--- src/rtl/serial_add_sub_pkg.sv ---
// Shared definitions for the bit-serial adder/subtractor: FSM state
// encoding, operation mode constants and the counter-width helper.
package serial_add_sub_pkg;

    // Controller states: waiting for operands, shifting bits, holding result
    typedef enum logic [1:0] {
        ST_IDLE  = 2'd0,
        ST_SHIFT = 2'd1,
        ST_DONE  = 2'd2
    } state_t;

    // The cin input doubles as the mode select and the LSB carry-in
    localparam logic MODE_ADD = 1'b0;
    localparam logic MODE_SUB = 1'b1;

    // Number of bits needed to count 0..value-1
    function automatic int clog2(input int value);
        int result;
        result = 0;
        for (int i = 0; i < 32; i++) begin
            if ((64'd1 << i) < 64'(value)) begin
                result = i + 1;
            end
        end
        return result;
    endfunction

endpackage

--- src/rtl/serial_add_sub_full_adder.sv ---
// Single-bit full adder: the one arithmetic slice shared by every bit
// position of the serial adder/subtractor.
module full_adder (
    input  logic a,
    input  logic b,
    input  logic ci,
    output logic s,
    output logic co
);

    logic half_sum;

    assign half_sum = a ^ b;
    assign s        = half_sum ^ ci;
    assign co       = (a & b) | (ci & half_sum);

endmodule

--- src/rtl/serial_add_sub.sv ---
// Bit-serial WIDTH-bit adder/subtractor with valid/ready on both sides.
// One operand pair is accepted, processed LSB first through a single
// full-adder slice and a carry flop, and the result is held until the
// consumer takes it.
//
// Optional feature: define SERIAL_ADD_SUB_OVF_EN to add the ovf output
// (signed overflow, carry-into-MSB XOR carry-out, valid with out_valid).
module serial_add_sub
    import serial_add_sub_pkg::*;
#(
    parameter int WIDTH = 4
) (
    input  logic             clk,
    input  logic             rst_n,
    input  logic             in_valid,
    output logic             in_ready,
    input  logic [WIDTH-1:0] a,
    input  logic [WIDTH-1:0] b,
    input  logic             cin,
    output logic             out_valid,
    input  logic             out_ready,
    output logic [WIDTH-1:0] s,
    output logic             cout
`ifdef SERIAL_ADD_SUB_OVF_EN
    ,
    output logic             ovf
`endif
);

    // Bit counter must hold 0..WIDTH-1; keep at least one bit
    localparam int CNT_W = (clog2(WIDTH) < 1) ? 1 : clog2(WIDTH);
    localparam logic [CNT_W-1:0] LAST_BIT = CNT_W'(WIDTH - 1);

    state_t state_q;
    state_t state_d;

    logic accept;
    logic shifting;
    logic last_bit;

    // Operand A register; sum bits enter at the MSB as A bits leave at the
    // LSB, so after WIDTH shifts it holds the complete result.
    logic [WIDTH-1:0] acc_p0;
    logic [WIDTH-1:0] opb_p0;
    logic             mode_p0;
    logic             carry_p0;
    logic [CNT_W-1:0] cnt_p0;

    logic             fa_b;
    logic             sum_bit;
    logic             carry_bit;

    // Result registers seen by the consumer; separate from the shift
    // register so they stay put while a new operation is shifting.
    logic [WIDTH-1:0] s_p1;
    logic             cout_p1;
    logic             vld_p1;

    assign accept   = in_valid && (state_q == ST_IDLE);
    assign shifting = (state_q == ST_SHIFT);
    assign last_bit = shifting && (cnt_p0 == LAST_BIT);

    // Subtraction feeds the inverted B bit; the +1 comes from the carry preload
    assign fa_b = opb_p0[0] ^ (mode_p0 == MODE_SUB);

    full_adder u_slice (
        .a  (acc_p0[0]),
        .b  (fa_b),
        .ci (carry_p0),
        .s  (sum_bit),
        .co (carry_bit)
    );

    // State register; reset abandons any operation in flight
    always_ff @(posedge clk) begin
        if (!rst_n) begin
            state_q <= ST_IDLE;
        end else begin
            state_q <= state_d;
        end
    end

    // Next-state logic: accept -> WIDTH shift cycles -> hold until taken
    always_comb begin
        state_d = state_q;
        case (state_q)
            ST_IDLE: begin
                if (in_valid) begin
                    state_d = ST_SHIFT;
                end
            end
            ST_SHIFT: begin
                if (cnt_p0 == LAST_BIT) begin
                    state_d = ST_DONE;
                end
            end
            ST_DONE: begin
                if (out_ready) begin
                    state_d = ST_IDLE;
                end
            end
            default: begin
                state_d = ST_IDLE;
            end
        endcase
    end

    // Handshake outputs decoded from the registered state only
    always_comb begin
        in_ready = 1'b0;
        vld_p1   = 1'b0;
        case (state_q)
            ST_IDLE: in_ready = 1'b1;
            ST_DONE: vld_p1   = 1'b1;
            default: begin
                in_ready = 1'b0;
                vld_p1   = 1'b0;
            end
        endcase
    end

    // Operand capture and LSB-first shifting; reloaded on every accept
    always_ff @(posedge clk) begin
        if (accept) begin
            acc_p0  <= a;
            opb_p0  <= b;
            mode_p0 <= cin ? MODE_SUB : MODE_ADD;
        end else if (shifting) begin
            acc_p0 <= {sum_bit, acc_p0[WIDTH-1:1]};
            opb_p0 <= {1'b0, opb_p0[WIDTH-1:1]};
        end
    end

    // Carry flop preloaded with cin, bit counter cleared on accept
    always_ff @(posedge clk) begin
        if (accept) begin
            carry_p0 <= cin;
            cnt_p0   <= '0;
        end else if (shifting) begin
            carry_p0 <= carry_bit;
            cnt_p0   <= cnt_p0 + CNT_W'(1);
        end
    end

    // Result load on the final bit; held through DONE and beyond
    always_ff @(posedge clk) begin
        if (!rst_n) begin
            s_p1    <= '0;
            cout_p1 <= 1'b0;
        end else if (last_bit) begin
            s_p1    <= {sum_bit, acc_p0[WIDTH-1:1]};
            cout_p1 <= carry_bit;
        end
    end

`ifdef SERIAL_ADD_SUB_OVF_EN
    logic ovf_p1;

    // Signed overflow: carry into the MSB differs from carry out of it
    always_ff @(posedge clk) begin
        if (!rst_n) begin
            ovf_p1 <= 1'b0;
        end else if (last_bit) begin
            ovf_p1 <= carry_p0 ^ carry_bit;
        end
    end

    assign ovf = ovf_p1;
`endif

    assign s         = s_p1;
    assign cout      = cout_p1;
    assign out_valid = vld_p1;

endmodule

--- config.mk ---
export PLATFORM = sky130hd
export DESIGN_NAME = serial_add_sub
export DESIGN_NICKNAME = d
export VERILOG_FILES = /design/src/rtl/serial_add_sub_pkg.sv /design/src/rtl/serial_add_sub_full_adder.sv /design/src/rtl/serial_add_sub.sv
export SDC_FILE = /design/constraint.sdc
export NUM_CORES = 1
export LEC_CHECK = 0
export BUFFER_PORTS_ARGS = -buffer_cell sky130_fd_sc_hd__buf_4
export CAP_MARGIN = 25
export CORE_ASPECT_RATIO = 0.8
export CORE_MARGIN = 3
export CORE_UTILIZATION = 40
export DETAILED_ROUTE_END_ITERATION = 8
export HOLD_SLACK_MARGIN = 0.02
export PLACE_DENSITY = 0.62
export SYNTH_ARGS = -nofsm -noshare
export SYNTH_HDL_FRONTEND = slang
export SYNTH_SLANG_ARGS = --single-unit
--- constraint.sdc ---
create_clock -name clk -period 2.05 [get_ports clk]
set_clock_uncertainty 0.15 [all_clocks]
set_input_delay 0.1025 -clock clk [delete_from_list [all_inputs] [get_ports clk]]
set_output_delay 0.1025 -clock clk [all_outputs]
set_load 0.005 [all_outputs]
# Yosys cells after proc, flatten, opt, wreduce, memory -nomap -nowiden
# Index checks and enable logic that the tools add are counted.
# W data, S select, Z words.
# word_totals
output_inout_bits	7
register_bits	19
inputBits	13
# classes
eq_ne	6
bitwise	6
n_addsub	1
n_reduce_logical	5
muxes	13
# op_table
cell	count
$mux W4	4
$mux W2	3
$pmux W2 S3	1
$mux W1	5
$eq A2 B2 Y1 const B	2
$ne A2 B2 Y1 const B	2
$reduce_and A3 Y1	1
$xor A1 B1 Y1	3
$add A2 B1 Y2 const B	1
$and A1 B1 Y1	2
$eq A2 B1 Y1 const B	1
$logic_and A1 B1 Y1	2
$logic_not A2 Y1	1
$ne A2 B1 Y1 const B	1
$reduce_bool A2 Y1	1
$or A1 B1 Y1	1

# Logic depth before layout (Yosys ltp)
# depth
ltp_word	6
ltp_mapped	4
depth_no_buf	4

# Hierarchy
# From an unflattened synthesis, not the netlist that was laid out.
# hier_totals
hier_cells	63
hier_area_um2	864.6
# modules_own_cells
module	cells_per_inst	area_per_inst_um2	n_inst	seq_area_each_um2
serial_add_sub	62	844.6	1	480.5
full_adder	1	20.0	1	0.0

# Least setup slack after synthesis
# No wires, ideal clock.
# synth_path
kind	reg2reg
from	reg state_q[0]
to	reg acc_p0[0], data pin
slack_ns	0.583
required_ns	1.640
arrival_time_ns	1.057
path_stages_with_launch	5
path_cell_list	dfxtp_1 -> buf_6 -> nor3b_2 -> buf_6 -> mux2_4
# synth_via
elab_chain_len	3
# synth_rtl
element	line_no	text
from (decl)	serial_add_sub.sv:34	state_t state_q;
from (signal assigned)	serial_add_sub.sv:79	state_q <= state_d;
$logic_not A2 Y1	serial_add_sub.sv:59	assign accept = in_valid && (state_q == ST_IDLE);
$logic_and A1 B1 Y1	serial_add_sub.sv:59	
via accept	serial_add_sub.sv:37	logic accept;
$mux W4	serial_add_sub.sv:124	if (accept) begin
to (signal assigned)	serial_add_sub.sv:129	acc_p0 <= {sum_bit, acc_p0[WIDTH-1:1]};
to (decl)	serial_add_sub.sv:43	logic [WIDTH-1:0] acc_p0;
# The timed path passes the listed nets, and every way through them passes these cells.
# A chain may end at the register's enable or synchronous reset.

# Final worst setup path
# layout_path
from	reg cnt_p0[0]
to	reg state_q[1]
# layout_via
elab_chain_len	3
# layout_rtl
element	line_no	text
from (decl)	serial_add_sub.sv:47	logic [CNT_W-1:0] cnt_p0;
from (signal assigned)	serial_add_sub.sv:141	cnt_p0 <= cnt_p0 + CNT_W'(1);
$eq A2 B2 Y1	serial_add_sub.sv:93	if (cnt_p0 == LAST_BIT) begin
$ne A2 B1 Y1 (no line)	--	
$reduce_and A3 Y1 (no line)	--	
# No other way between the ends.

==> out/summary.log <==
qor: sta.rsz_0062_raised_after_global_routing false
qor: worst_setup_path.crit_path_max_fanout 6
qor: worst_hold_path.hold_wc_path_type input pin to register
qor: clock_network.clock_tree_sinks 19
qor: grt.grt_antenna_before_repair 0
qor: sta.final-setup-viol-count 0
qor: grt.grt_util_met1 0.147
qor: placement.buffer_ports.inserted 19
qor: detailed_routing.totalWireLength 1510 um
qor: die.floorplan.core_area 1980 um^2
qor: layout.synthToLayoutAreaGrowth 32.6%
qor: sta.worst_slack 0.202 ns
qor: logic_synthesis.synthesis.nets 81
qor: logic_synthesis.netlist_instances 66
qor: job.max_cap_viol_count 0
qor: detailed_routing.wire_per_inst 12.4 um
qor: detailed_routing.detailedRoute.firstPassIterationCount 3
qor: worst_setup_path.worstPathBufferInverterCount 1
qor: worst_setup_path.crit_slowest_cell sky130_fd_sc_hd__dlygate4sd3_1
qor: logic_synthesis.average_size_of_a_mapped_cell 13.4 um^2
qor: die.floorplan.initialDensity 0.446
qor: clock_network.cts.path.max_buffers 2
qor: sta.relSlewSlack 0.803
qor: grt.grt_max_degree 13
qor: worst_setup_path.critPathArrivalTime 1.89 ns
qor: placement.detailedPlace.worstSlack 0.455 ns
qor: logic_synthesis.ys_async_sr_fraction 0
qor: worst_setup_path.reg_to_reg_slack_setup 0.20 ns
qor: worst_setup_path.end_kind register
qor: worst_setup_path.r2r_start cnt_p0[0]$_SDFFE_PP0P_
qor: logic_synthesis.post_synth_instance_area 883 um^2
qor: layout.antenna_cells 0
qor: worst_setup_path.slowest_delay 0.54 ns
qor: worst_hold_path.whs_path_depth 3
qor: worst_setup_path.timing.critical_path.required 2.09 ns
qor: logic_synthesis.synth_seq_area_share 0.544
qor: logic_synthesis.number_of_synthesized_flops_with_an_enable_pin 10
qor: logic_synthesis.synth-seq-cells 19
qor: worst_setup_path.worst-r2r-cell-count 4
qor: clock_network.clock_insertion_delay_worst_skew 0.30 ns
qor: logic_synthesis.synth.distinct_cells 24
qor: layout.finish.cell_count_without_fillers 122
qor: worst_setup_path.timing.setup.critical_path_class register to register
qor: grt.first_global_vias 539
qor: logic_synthesis.synth_most_common_cell sky130_fd_sc_hd__edfxtp_1
qor: clock_network.number_of_cts_inserted_buffers 3
qor: run_status.result_of_the_run completed
qor: clock_network.cts-root-buf sky130_fd_sc_hd__clkbuf_4
qor: sta.fin_crit_sh 0.901
qor: worst_setup_path.timing.critical_path.from_type register
qor: detailed_routing.vias 565
qor: worst_setup_path.cp_top_family buffers and inverters
qor: detailed_routing.ant_nets 0
qor: die.die_area 2810 um^2
qor: sta.post-route-min-period 1.85 ns
qor: placement.dp_cells 107
qor: power.p_leak 0.537 nW
qor: placement.place_congestion 0.702
qor: grt.grt_pass1_wl 2370 um
qor: clock_network.post_cts.repair.setup_buffers 0
qor: logic_synthesis.netlist_top_cells_count sky130_fd_sc_hd__edfxtp_1 (10), sky130_fd_sc_hd__dfxtp_1 (9), sky130_fd_sc_hd__nand2_1 (7)
qor: placement.post-dp-hpwl 1120 um
qor: layout.ratio_of_cells_with_drive_above_1_in_the_final_layout 0.367
qor: logic_synthesis.synth_largest_area_cell sky130_fd_sc_hd__edfxtp_1
qor: worst_setup_path.worst_r2r_endpoint state_q[1]$_SDFFE_PN0P_
qor: clock_network.htree_num_levels 1
qor: power.cellPowerDensity 746 nW/um^2
qor: clock_network.clk_pin_slew 0.10 ns
qor: worst_hold_path.min_from in_valid
qor: detailed_routing.dr.first_iter.drc_count 8
qor: die.ios 20
qor: detailed_routing.detail_route.drc_violations 0
qor: layout.final.fill_count 189
qor: layout.stdcell_area 1170 um^2
qor: grt.groute.layer.met3.usage 0.0485
qor: sta.worst_pin_slew 0.296 ns
qor: detailed_routing.routed_vias_inst 4.63
qor: worst_hold_path.hold_path_end cnt_p0[1]$_SDFFE_PP0P_
qor: worst_setup_path.crit_chain ha_1 -> and3b_2 -> o21a_1 -> dlygate4sd3_1
qor: die.floorplan.rows 14
qor: grt.grt-busiest-layer met2
qor: logic_synthesis.yosysTopAreaCellShare 0.340
qor: die.die_y 48.0 um
qor: logic_synthesis.synth_area_leaders sky130_fd_sc_hd__edfxtp_1 (34%), sky130_fd_sc_hd__dfxtp_1 (20%), sky130_fd_sc_hd__mux2_4 (10%)
qor: grt.global_route_met2_utilization 0.194
qor: clock_network.tritoncts yes
qor: sta.report.final.slew_viol_count 0
qor: layout.final_nets 114
qor: layout.final_core_util 0.592
qor: sta.fin_hold_ws 0.206 ns
qor: die.die_w 58.5 um
qor: power.totalPowerFinal 873 uW
qor: logic_synthesis.synthFlopType sky130_fd_sc_hd__edfxtp_1
qor: placement.placedInstanceArea 1030 um^2
qor: logic_synthesis.yosys_warnings 0
qor: sta.tns 0 ns
qor: sta.max_clock_freq 0.541 GHz
qor: grt.globalRoute.totalOverflow 0
qor: power.peakVddDrop 0.527 mV
qor: grt.total_global_routing_track_utilization 0.122
qor: sta.count_of_endpoints_failing_hold_in_the_final_timing_report 0
## layer usage
layer	vias to the layer above	share of wire
met5	-	0
met4	0	0.013
met3	4	0.054
met2	12	0.45
met1	258	0.48
li1	291	-
## worst max-delay path by stage
stage	start	endpoint	cells past startpoint
3_3_place_gp	opb_p0[0]$_DFFE_PP_	s[3]$_SDFFE_PN0P_	4
3_5_place_dp	opb_p0[0]$_DFFE_PP_	s[3]$_SDFFE_PN0P_	4
4_1_cts	cnt_p0[0]$_SDFFE_PP0P_	state_q[1]$_SDFFE_PN0P_	4
5_1_grt	cnt_p0[0]$_SDFFE_PP0P_	state_q[1]$_SDFFE_PN0P_	4
2_1_floorplan	state_q[0]$_SDFFE_PN0P_	acc_p0[0]$_DFFE_PP_	4
6_report	cnt_p0[0]$_SDFFE_PP0P_	state_q[1]$_SDFFE_PN0P_	4
## flip-flops by register name (all words and copies together), names as in the netlist
register,cells
acc_p0,4
carry_p0,1
cnt_p0,2
cout,1
mode_p0,1
opb_p0,4
s,4
state_q,2
## placed cells by master, fill, tap and decap left out, drive strengths merged
cell	count
nor2	1
nand2	7
nor3b	2
dfxtp	9
and2b	1
nand4b	2
and3	1
and2	1
fa	1
clkinv	1
o21a	1
mux2	6
inv	6
or2b	1
ha	1
edfxtp	10
mux2i	6
o211a	2
buf	21
dlygate4sd3	11
and3b	1
o22ai	1
clkbuf	3
o21ba	1
xnor2	1
## final cells by class
| type | instances | area, um^2 | share of cell area |
|---|---|---|---|
| Clock buffer | 3 | 22.5 | 0.0192 |
| Inverter | 6 | 22.5 | 0.0192 |
| Timing Repair Buffer | 32 | 268 | 0.229 |
| Multi-Input combinational cell | 37 | 343 | 0.293 |
| Tap cell | 24 | 30.0 | 0.0256 |
| Clock inverter | 1 | 5.00 | 0.00427 |
| Sequential cell | 19 | 480 | 0.410 |
## logic make-up after synthesis
kind of cell             after synthesis  share of synthesized area
adder cells (fa/ha/maj)                2                     0.0368
XOR/XNOR                               1                    0.00992
AND/OR/NAND/NOR                       17                      0.122
multiplexers                          12                      0.170
buffers and inverters                 10                     0.0680
AO/OA/AOI/OAI                          5                     0.0496
flip-flops                            19                      0.544
## worst reg2reg max path, stage by stage, from the launching register on
cell and delay, ns:
sky130_fd_sc_hd__dfxtp_1 0.34, sky130_fd_sc_hd__ha_1 0.24, sky130_fd_sc_hd__and3b_2 0.28, sky130_fd_sc_hd__o21a_1 0.19
sky130_fd_sc_hd__dlygate4sd3_1 0.54
## what timing repair did
action | CTS | global route
gates resized for setup | 0 | 0
endpoints found under the hold margin | 17 | 0
hold buffers | 11 | 0
## power by group
group / total (mW) / switching (mW) / leakage, nW / internal (mW)
Combinational: 0.195 / 0.0776 / 0.345 / 0.117
Clock: 0.187 / 0.114 / 0.0177 / 0.0727
Sequential: 0.491 / 0.0261 / 0.174 / 0.465
Note: power is estimated with default switching activity, not from simulation.
